## config.mk

```make
export PLATFORM = sky130hd
export DESIGN_NAME = alu_mc
export DESIGN_NICKNAME = d
export VERILOG_FILES = /design/src/rtl/alu_mc.sv
export SDC_FILE = /design/constraint.sdc
export NUM_CORES = 1
export LEC_CHECK = 0
export ABC_AREA = 1
export CAP_MARGIN = 20
export CORE_MARGIN = 1
export CORE_UTILIZATION = 55
export CTS_CLUSTER_DIAMETER = 50
export CTS_CLUSTER_SIZE = 12
export DETAILED_ROUTE_END_ITERATION = 6
export GPL_ROUTABILITY_DRIVEN = 0
export PLACE_DENSITY = 0.76
export SYNTH_ARGS = -nofsm -noshare
export SYNTH_HDL_FRONTEND = slang
export SYNTH_SLANG_ARGS = --single-unit
```

## constraint.sdc

```tcl
create_clock -name clk -period 5.4 [get_ports clk]
set_clock_uncertainty 0.1 [all_clocks]
set_input_delay 1.62 -clock clk [delete_from_list [all_inputs] [get_ports clk]]
set_output_delay 1.62 -clock clk [all_outputs]
set_load 0.01 [all_outputs]
```

## src/rtl/alu_mc.sv

```systemverilog
// Multi-cycle ALU. Logic ops, add/sub and compares finish in one cycle.
// MULTU uses shift-add and DIVU uses restoring division, one bit per cycle.
module alu_mc #(
    parameter int WIDTH = 32
) (
    input  logic             clk,
    input  logic             rst_n,
    input  logic             start,
    input  logic [2:0]       ALUop,
    input  logic [WIDTH-1:0] A,
    input  logic [WIDTH-1:0] B,
    output logic [WIDTH-1:0] result,
    output logic [WIDTH-1:0] hi,
    output logic             zero,
    output logic             ovf,
    output logic             dz,
    output logic             busy,
    output logic             done
);

    localparam int CW = $clog2(WIDTH) + 1;

    localparam logic [2:0] OP_AND   = 3'b000;
    localparam logic [2:0] OP_OR    = 3'b001;
    localparam logic [2:0] OP_ADD   = 3'b010;
    localparam logic [2:0] OP_MULTU = 3'b011;
    localparam logic [2:0] OP_DIVU  = 3'b100;
    localparam logic [2:0] OP_SLTS  = 3'b101;
    localparam logic [2:0] OP_SUB   = 3'b110;
    localparam logic [2:0] OP_SLT   = 3'b111;

    typedef enum logic [1:0] {IDLE, MUL, DIV, FIN} state_t;

    typedef struct packed {
        logic [WIDTH-1:0] res;
        logic [WIDTH-1:0] hi;
        logic             ovf;
        logic             dz;
    } res_t;

    state_t           state;
    logic [CW-1:0]    cnt;
    logic [WIDTH-1:0] p_hi;   // partial product high half / running remainder
    logic [WIDTH-1:0] p_lo;   // multiplier being shifted out / dividend -> quotient
    logic [WIDTH-1:0] opnd;   // multiplicand / divisor

    res_t             sc;
    logic [WIDTH-1:0] sum, dif;
    logic [WIDTH:0]   msum, rsh, rdiff;
    logic             ge, last;
    logic [WIDTH-1:0] mul_hi_n, mul_lo_n, div_hi_n, div_lo_n;

    always_comb begin
        sum = A + B;
        dif = A - B;
        sc  = '0;
        case (ALUop)
            OP_AND: sc.res = A & B;
            OP_OR:  sc.res = A | B;
            OP_ADD: begin
                sc.res = sum;
                sc.ovf = (A[WIDTH-1] == B[WIDTH-1]) && (sum[WIDTH-1] != A[WIDTH-1]);
            end
            OP_SUB: begin
                sc.res = dif;
                sc.ovf = (A[WIDTH-1] != B[WIDTH-1]) && (dif[WIDTH-1] != A[WIDTH-1]);
            end
            OP_SLT:  sc.res = {{(WIDTH-1){1'b0}}, A < B};
            OP_SLTS: sc.res = {{(WIDTH-1){1'b0}}, $signed(A) < $signed(B)};
            // only reaches the output when B is zero
            OP_DIVU: begin
                sc.res = '1;
                sc.hi  = A;
                sc.dz  = 1'b1;
            end
            default: ;
        endcase
    end

    always_comb begin
        msum     = {1'b0, p_hi} + {1'b0, {WIDTH{p_lo[0]}} & opnd};
        mul_hi_n = msum[WIDTH:1];
        mul_lo_n = {msum[0], p_lo[WIDTH-1:1]};
        rsh      = {p_hi, p_lo[WIDTH-1]};
        rdiff    = rsh - {1'b0, opnd};
        ge       = rsh >= {1'b0, opnd};
        div_hi_n = ge ? rdiff[WIDTH-1:0] : rsh[WIDTH-1:0];
        div_lo_n = {p_lo[WIDTH-2:0], ge};
        last     = (cnt == CW'(WIDTH - 1));
    end

    always_ff @(posedge clk or negedge rst_n) begin
        if (!rst_n) begin
            state  <= IDLE;
            cnt    <= '0;
            p_hi   <= '0;
            p_lo   <= '0;
            opnd   <= '0;
            result <= '0;
            hi     <= '0;
            zero   <= 1'b1;
            ovf    <= 1'b0;
            dz     <= 1'b0;
            busy   <= 1'b0;
            done   <= 1'b0;
        end else begin
            done <= 1'b0;
            case (state)
                IDLE, FIN: begin
                    state <= IDLE;
                    if (start) begin
                        if (ALUop == OP_MULTU || (ALUop == OP_DIVU && B != '0)) begin
                            state <= (ALUop == OP_MULTU) ? MUL : DIV;
                            busy  <= 1'b1;
                            cnt   <= '0;
                            p_hi  <= '0;
                            p_lo  <= A;
                            opnd  <= B;
                        end else begin
                            state  <= FIN;
                            done   <= 1'b1;
                            result <= sc.res;
                            hi     <= sc.hi;
                            zero   <= (sc.res == '0);
                            ovf    <= sc.ovf;
                            dz     <= sc.dz;
                        end
                    end
                end
                MUL: begin
                    p_hi <= mul_hi_n;
                    p_lo <= mul_lo_n;
                    cnt  <= cnt + 1'b1;
                    if (last) begin
                        state  <= FIN;
                        busy   <= 1'b0;
                        done   <= 1'b1;
                        cnt    <= '0;
                        result <= mul_lo_n;
                        hi     <= mul_hi_n;
                        zero   <= (mul_lo_n == '0);
                        ovf    <= 1'b0;
                        dz     <= 1'b0;
                    end
                end
                DIV: begin
                    p_hi <= div_hi_n;
                    p_lo <= div_lo_n;
                    cnt  <= cnt + 1'b1;
                    if (last) begin
                        state  <= FIN;
                        busy   <= 1'b0;
                        done   <= 1'b1;
                        cnt    <= '0;
                        result <= div_lo_n;
                        hi     <= div_hi_n;
                        zero   <= (div_lo_n == '0);
                        ovf    <= 1'b0;
                        dz     <= 1'b0;
                    end
                end
                default: state <= IDLE;
            endcase
        end
    end

endmodule

```

==> results list <==
- The region available for standard cell placement spans 32900 sq um.
- Ratio of cells with drive above 1 in the final layout: 4.64%
- Area fraction of the dominant cell type after synthesis: 23.2%
- Width of the die: 186 um
- Warning count from the yosys run: 0
- The routed design has 70900 um of wire.
- Count of endpoints failing hold in the final timing report: 0
- Net Count, Synth: 3233
- In the global route stage, met2 resource usage came out at roughly two thirds.
- Startpoint kind of the worst setup timing path: input pin
- After clock tree synthesis, the setup repair step added 0 buffers.
- Fraction of met1 tracks used by global routing: 52.5%
* Syn Area/Cell: 6.21 sq um
- From synthesis to final layout, the design area changed by 12.6%.
- For the worst setup path, the data required time is 5.68 ns.
- Most common cell in the netlist: sky130_fd_sc_hd__nand2_1
- The critical path is of the in -> reg type.
* Number of distinct library cell variants in the gate-level netlist after synthesis: 53
- During placement, the flow inserted port buffers numbering roughly 140.
* Max Buffers Root-to-Sink: 2
- DR WL/cell: 20.1 um
- Yosys reg bits: between 150 and 200
* Netlist area before placement: 18600 sq um
* Total cell area at the placement stage: about 20000 sq um
- Final min period: 4.72 ns
* Number of max-capacitance violations reported: 0
* List of most frequent post-synthesis cells: sky130_fd_sc_hd__nand2_1, sky130_fd_sc_hd__inv_1, sky130_fd_sc_hd__nor2_1, sky130_fd_sc_hd__nand3_1, sky130_fd_sc_hd__a21oi_1
- Hold buffer count at cts: 0
* Synth area leader: sky130_fd_sc_hd__dfrtp_1
- The number of global-route vias before repair came to roughly 20000.
* Count of placed standard cells in the final layout, fillers left out: 3525
- Number of core rows: between 60 and 70
* Area of all placed cells without fillers: 20900 sq um
* Router iterations before antenna repair: 6
* DRC Markers: 0
* Crit path capture type: flip-flop
- Counting flops with a built-in enable in the synthesized netlist gives 0.
- Clk_lat worst skew: 0.45 ns
- IR analysis of the VDD net gives a maximum drop of 0.447 mV.
* Routed vias/inst: ~6.1
- Number of buffers inserted during clock tree synthesis: 17
- Total routing resource utilization after global routing: 41.2%
- Along the worst path, the maximum fanout reaches 4.
- Setup total negative slack on the finished layout was measured at 0 ns.
* Final slew viol count: 0
* Cell count after synthesis: 2990
- The die is approximately 190 um tall.
- Data arrival, critical path: 4.99 ns
* Clk slew on worst S/H paths: 0.07 ns
- Type of the most critical hold path: reg -> reg
- Once the floorplan was initialized, standard cells occupied 56.5% of the core.
- met2 is the most crowded layer.
* Die footprint: 34500 sq um
* Maximum level of the CTS H-tree: 4
- Measured against its own limit, the worst slew margin works out to 31.7%.
- For this run, the top clock speed supported by timing is 0.212 GHz.
* Fin crit share: 87.4%
- Global-route wire length before repair: 109000 um
- The number of antenna violations at the first check in global routing was 2.
* Ant diodes: 0
- Share of synthesized registers carrying an async set or reset: 100%
- Library cell used as clock root buffer: sky130_fd_sc_hd__clkbuf_16
* GRT overflow: 0
- For this block, the initial DRC count from the detailed router was 2828.
* Final Power: 10800 uW
- The clock net in this run drives a total of between 150 and 200 sinks.
- Areal power density over the cells: 516 nW/um^2
- 139 I/O pins were placed.
- Sequential cells were found to cover 23.3% of the synthesized design area.
- The run finished with clean final reports.
- Once detail routing completed, the nets flagged for antenna violations numbered 0.
- Leakage power total: 0.0106 uW
- Via count: 21600
- Most used flip-flop cell after synthesis: sky130_fd_sc_hd__dfrtp_1
* Met3 Track Usage GR: 6.65%
* Final-report setup violation count: 0
- HPWL reported at the end of detailed placement: 55500 um
* Maximum number of pins on one net before global-route repair: 99
* Slew @ Worst Pin: approximately 1 ns
* Number of nets in the final layout: 3315
- Leading post-synthesis cells by cell area: sky130_fd_sc_hd__dfrtp_1, sky130_fd_sc_hd__nand2_1, sky130_fd_sc_hd__ha_1, sky130_fd_sc_hd__inv_1, sky130_fd_sc_hd__nand3_1
- TritonCTS built the clock tree.
- After detailed placement, the design holds a cell count of 3494.
- Hold Slack: 0.395 ns
- Gates resized during post-CTS repair numbered 0.
* Unrepaired setup endpoints after global routing: no
## final timing paths
path                                   to  depth (start not counted)     from  slack [ns]
max in group asynchronous        opnd[27]                          2    rst_n        3.07
min in group asynchronous       result[2]                          1    rst_n        1.18
worst min-delay path                 busy                          2     busy        0.40
worst max-delay path                 zero                         19     A[0]        0.68
worst max register to register     hi[22]                         17  p_lo[0]        1.63
worst min register to register       busy                          2     busy        0.40
## cells in the final DEF, fill, tap and decap left out, types with 9 or more instances in the layout
master,n
sky130_fd_sc_hd__buf_4,33
sky130_fd_sc_hd__nand2_1,788
sky130_fd_sc_hd__nor2_1,323
sky130_fd_sc_hd__nor3_1,24
sky130_fd_sc_hd__o21ai_0,151
sky130_fd_sc_hd__a31oi_1,73
sky130_fd_sc_hd__a21oi_1,192
sky130_fd_sc_hd__nand3_1,252
sky130_fd_sc_hd__o211ai_1,29
sky130_fd_sc_hd__ha_1,168
sky130_fd_sc_hd__o21ai_1,43
sky130_fd_sc_hd__inv_1,402
sky130_fd_sc_hd__clkbuf_16,17
sky130_fd_sc_hd__nand4_1,39
sky130_fd_sc_hd__inv_2,21
sky130_fd_sc_hd__dfrtp_1,172
sky130_fd_sc_hd__xor2_1,14
sky130_fd_sc_hd__o22ai_1,34
sky130_fd_sc_hd__xnor2_1,17
sky130_fd_sc_hd__a211oi_1,24
sky130_fd_sc_hd__clkdlybuf4s50_1,137
sky130_fd_sc_hd__nor4_1,10
sky130_fd_sc_hd__or2_2,13
sky130_fd_sc_hd__nor2_2,9
sky130_fd_sc_hd__o21bai_1,14
## metrics by stage
step / utilization (%) / setup slack, ns
2_1_floorplan: - / 1.75
3_3_place_gp: 61.7 / 0.289
3_5_place_dp: 61.7 / 0.198
4_1_cts: 63.5 / 0.654
5_1_grt: 63.6 / 0.563
6_report: 63.6 / 0.681
## registers in the layout, summed over array words and instances, names as in the netlist, 2 cells and up
signal and count:
hi 32, opnd 32, p_hi 32, p_lo 32
result 32, cnt 6, state 2
## report_power, final
group / switching, uW / total [uW] / internal, uW
clock: 540 / 1290 / 748
sequential: 487 / 2380 / 1890
combinational: 4680 / 7110 / 2430
total: 5710 / 10800 / 5070
## cell families (layout without fill, tap and decap cells)
group | count (synthesis) | after routing | synth area share (%)
xor gates and xnor gates | 31 | 31 | 1.46
buffers and inverters | 535 | 628 | 11.4
DFF | 173 | 173 | 23.3
and+or+nand+nor | 1485 | 1485 | 33.5
AOI/OAI and AO/OA | 593 | 593 | 18.5
adders and majority gates | 173 | 173 | 11.8
## critical path, cell delays in order
cell and delay, ns:
sky130_fd_sc_hd__clkdlybuf4s50_1 0.64, sky130_fd_sc_hd__ha_1 0.32, sky130_fd_sc_hd__inv_1 0.11, sky130_fd_sc_hd__fa_1 0.40, sky130_fd_sc_hd__inv_1 0.14, sky130_fd_sc_hd__nand3_1 0.10
sky130_fd_sc_hd__nand2_1 0.22, sky130_fd_sc_hd__nand3_1 0.13, sky130_fd_sc_hd__nand2_1 0.18, sky130_fd_sc_hd__nand2_1 0.13, sky130_fd_sc_hd__nand3_1 0.11, sky130_fd_sc_hd__nand2_1 0.06
sky130_fd_sc_hd__nand3_1 0.11, sky130_fd_sc_hd__nand3_1 0.16, sky130_fd_sc_hd__nor2_1 0.14, sky130_fd_sc_hd__nand2_1 0.09, sky130_fd_sc_hd__nor2_1 0.11, sky130_fd_sc_hd__nand3_1 0.09
sky130_fd_sc_hd__a21oi_1 0.13
## per-layer routing
layer / part of all wire [%] / up-vias
li1: - / 9957
met1: 38 / 9854
met2: 44 / 1417
met3: 11 / 344
met4: 7.0 / 4
met5: 0.038 / -
## final cells by class
type | count | area [sq um]
Clock buffer | 20 | 457
Clock inverter | 10 | 138
Fill cell | 3182 | 12000
Inverter | 424 | 1590
Multi-Input combinational cell | 2282 | 12100
Sequential cell | 173 | 4330
Tap cell | 442 | 553
Timing Repair Buffer | 174 | 1690
Power figures use the tool's default switching activity.
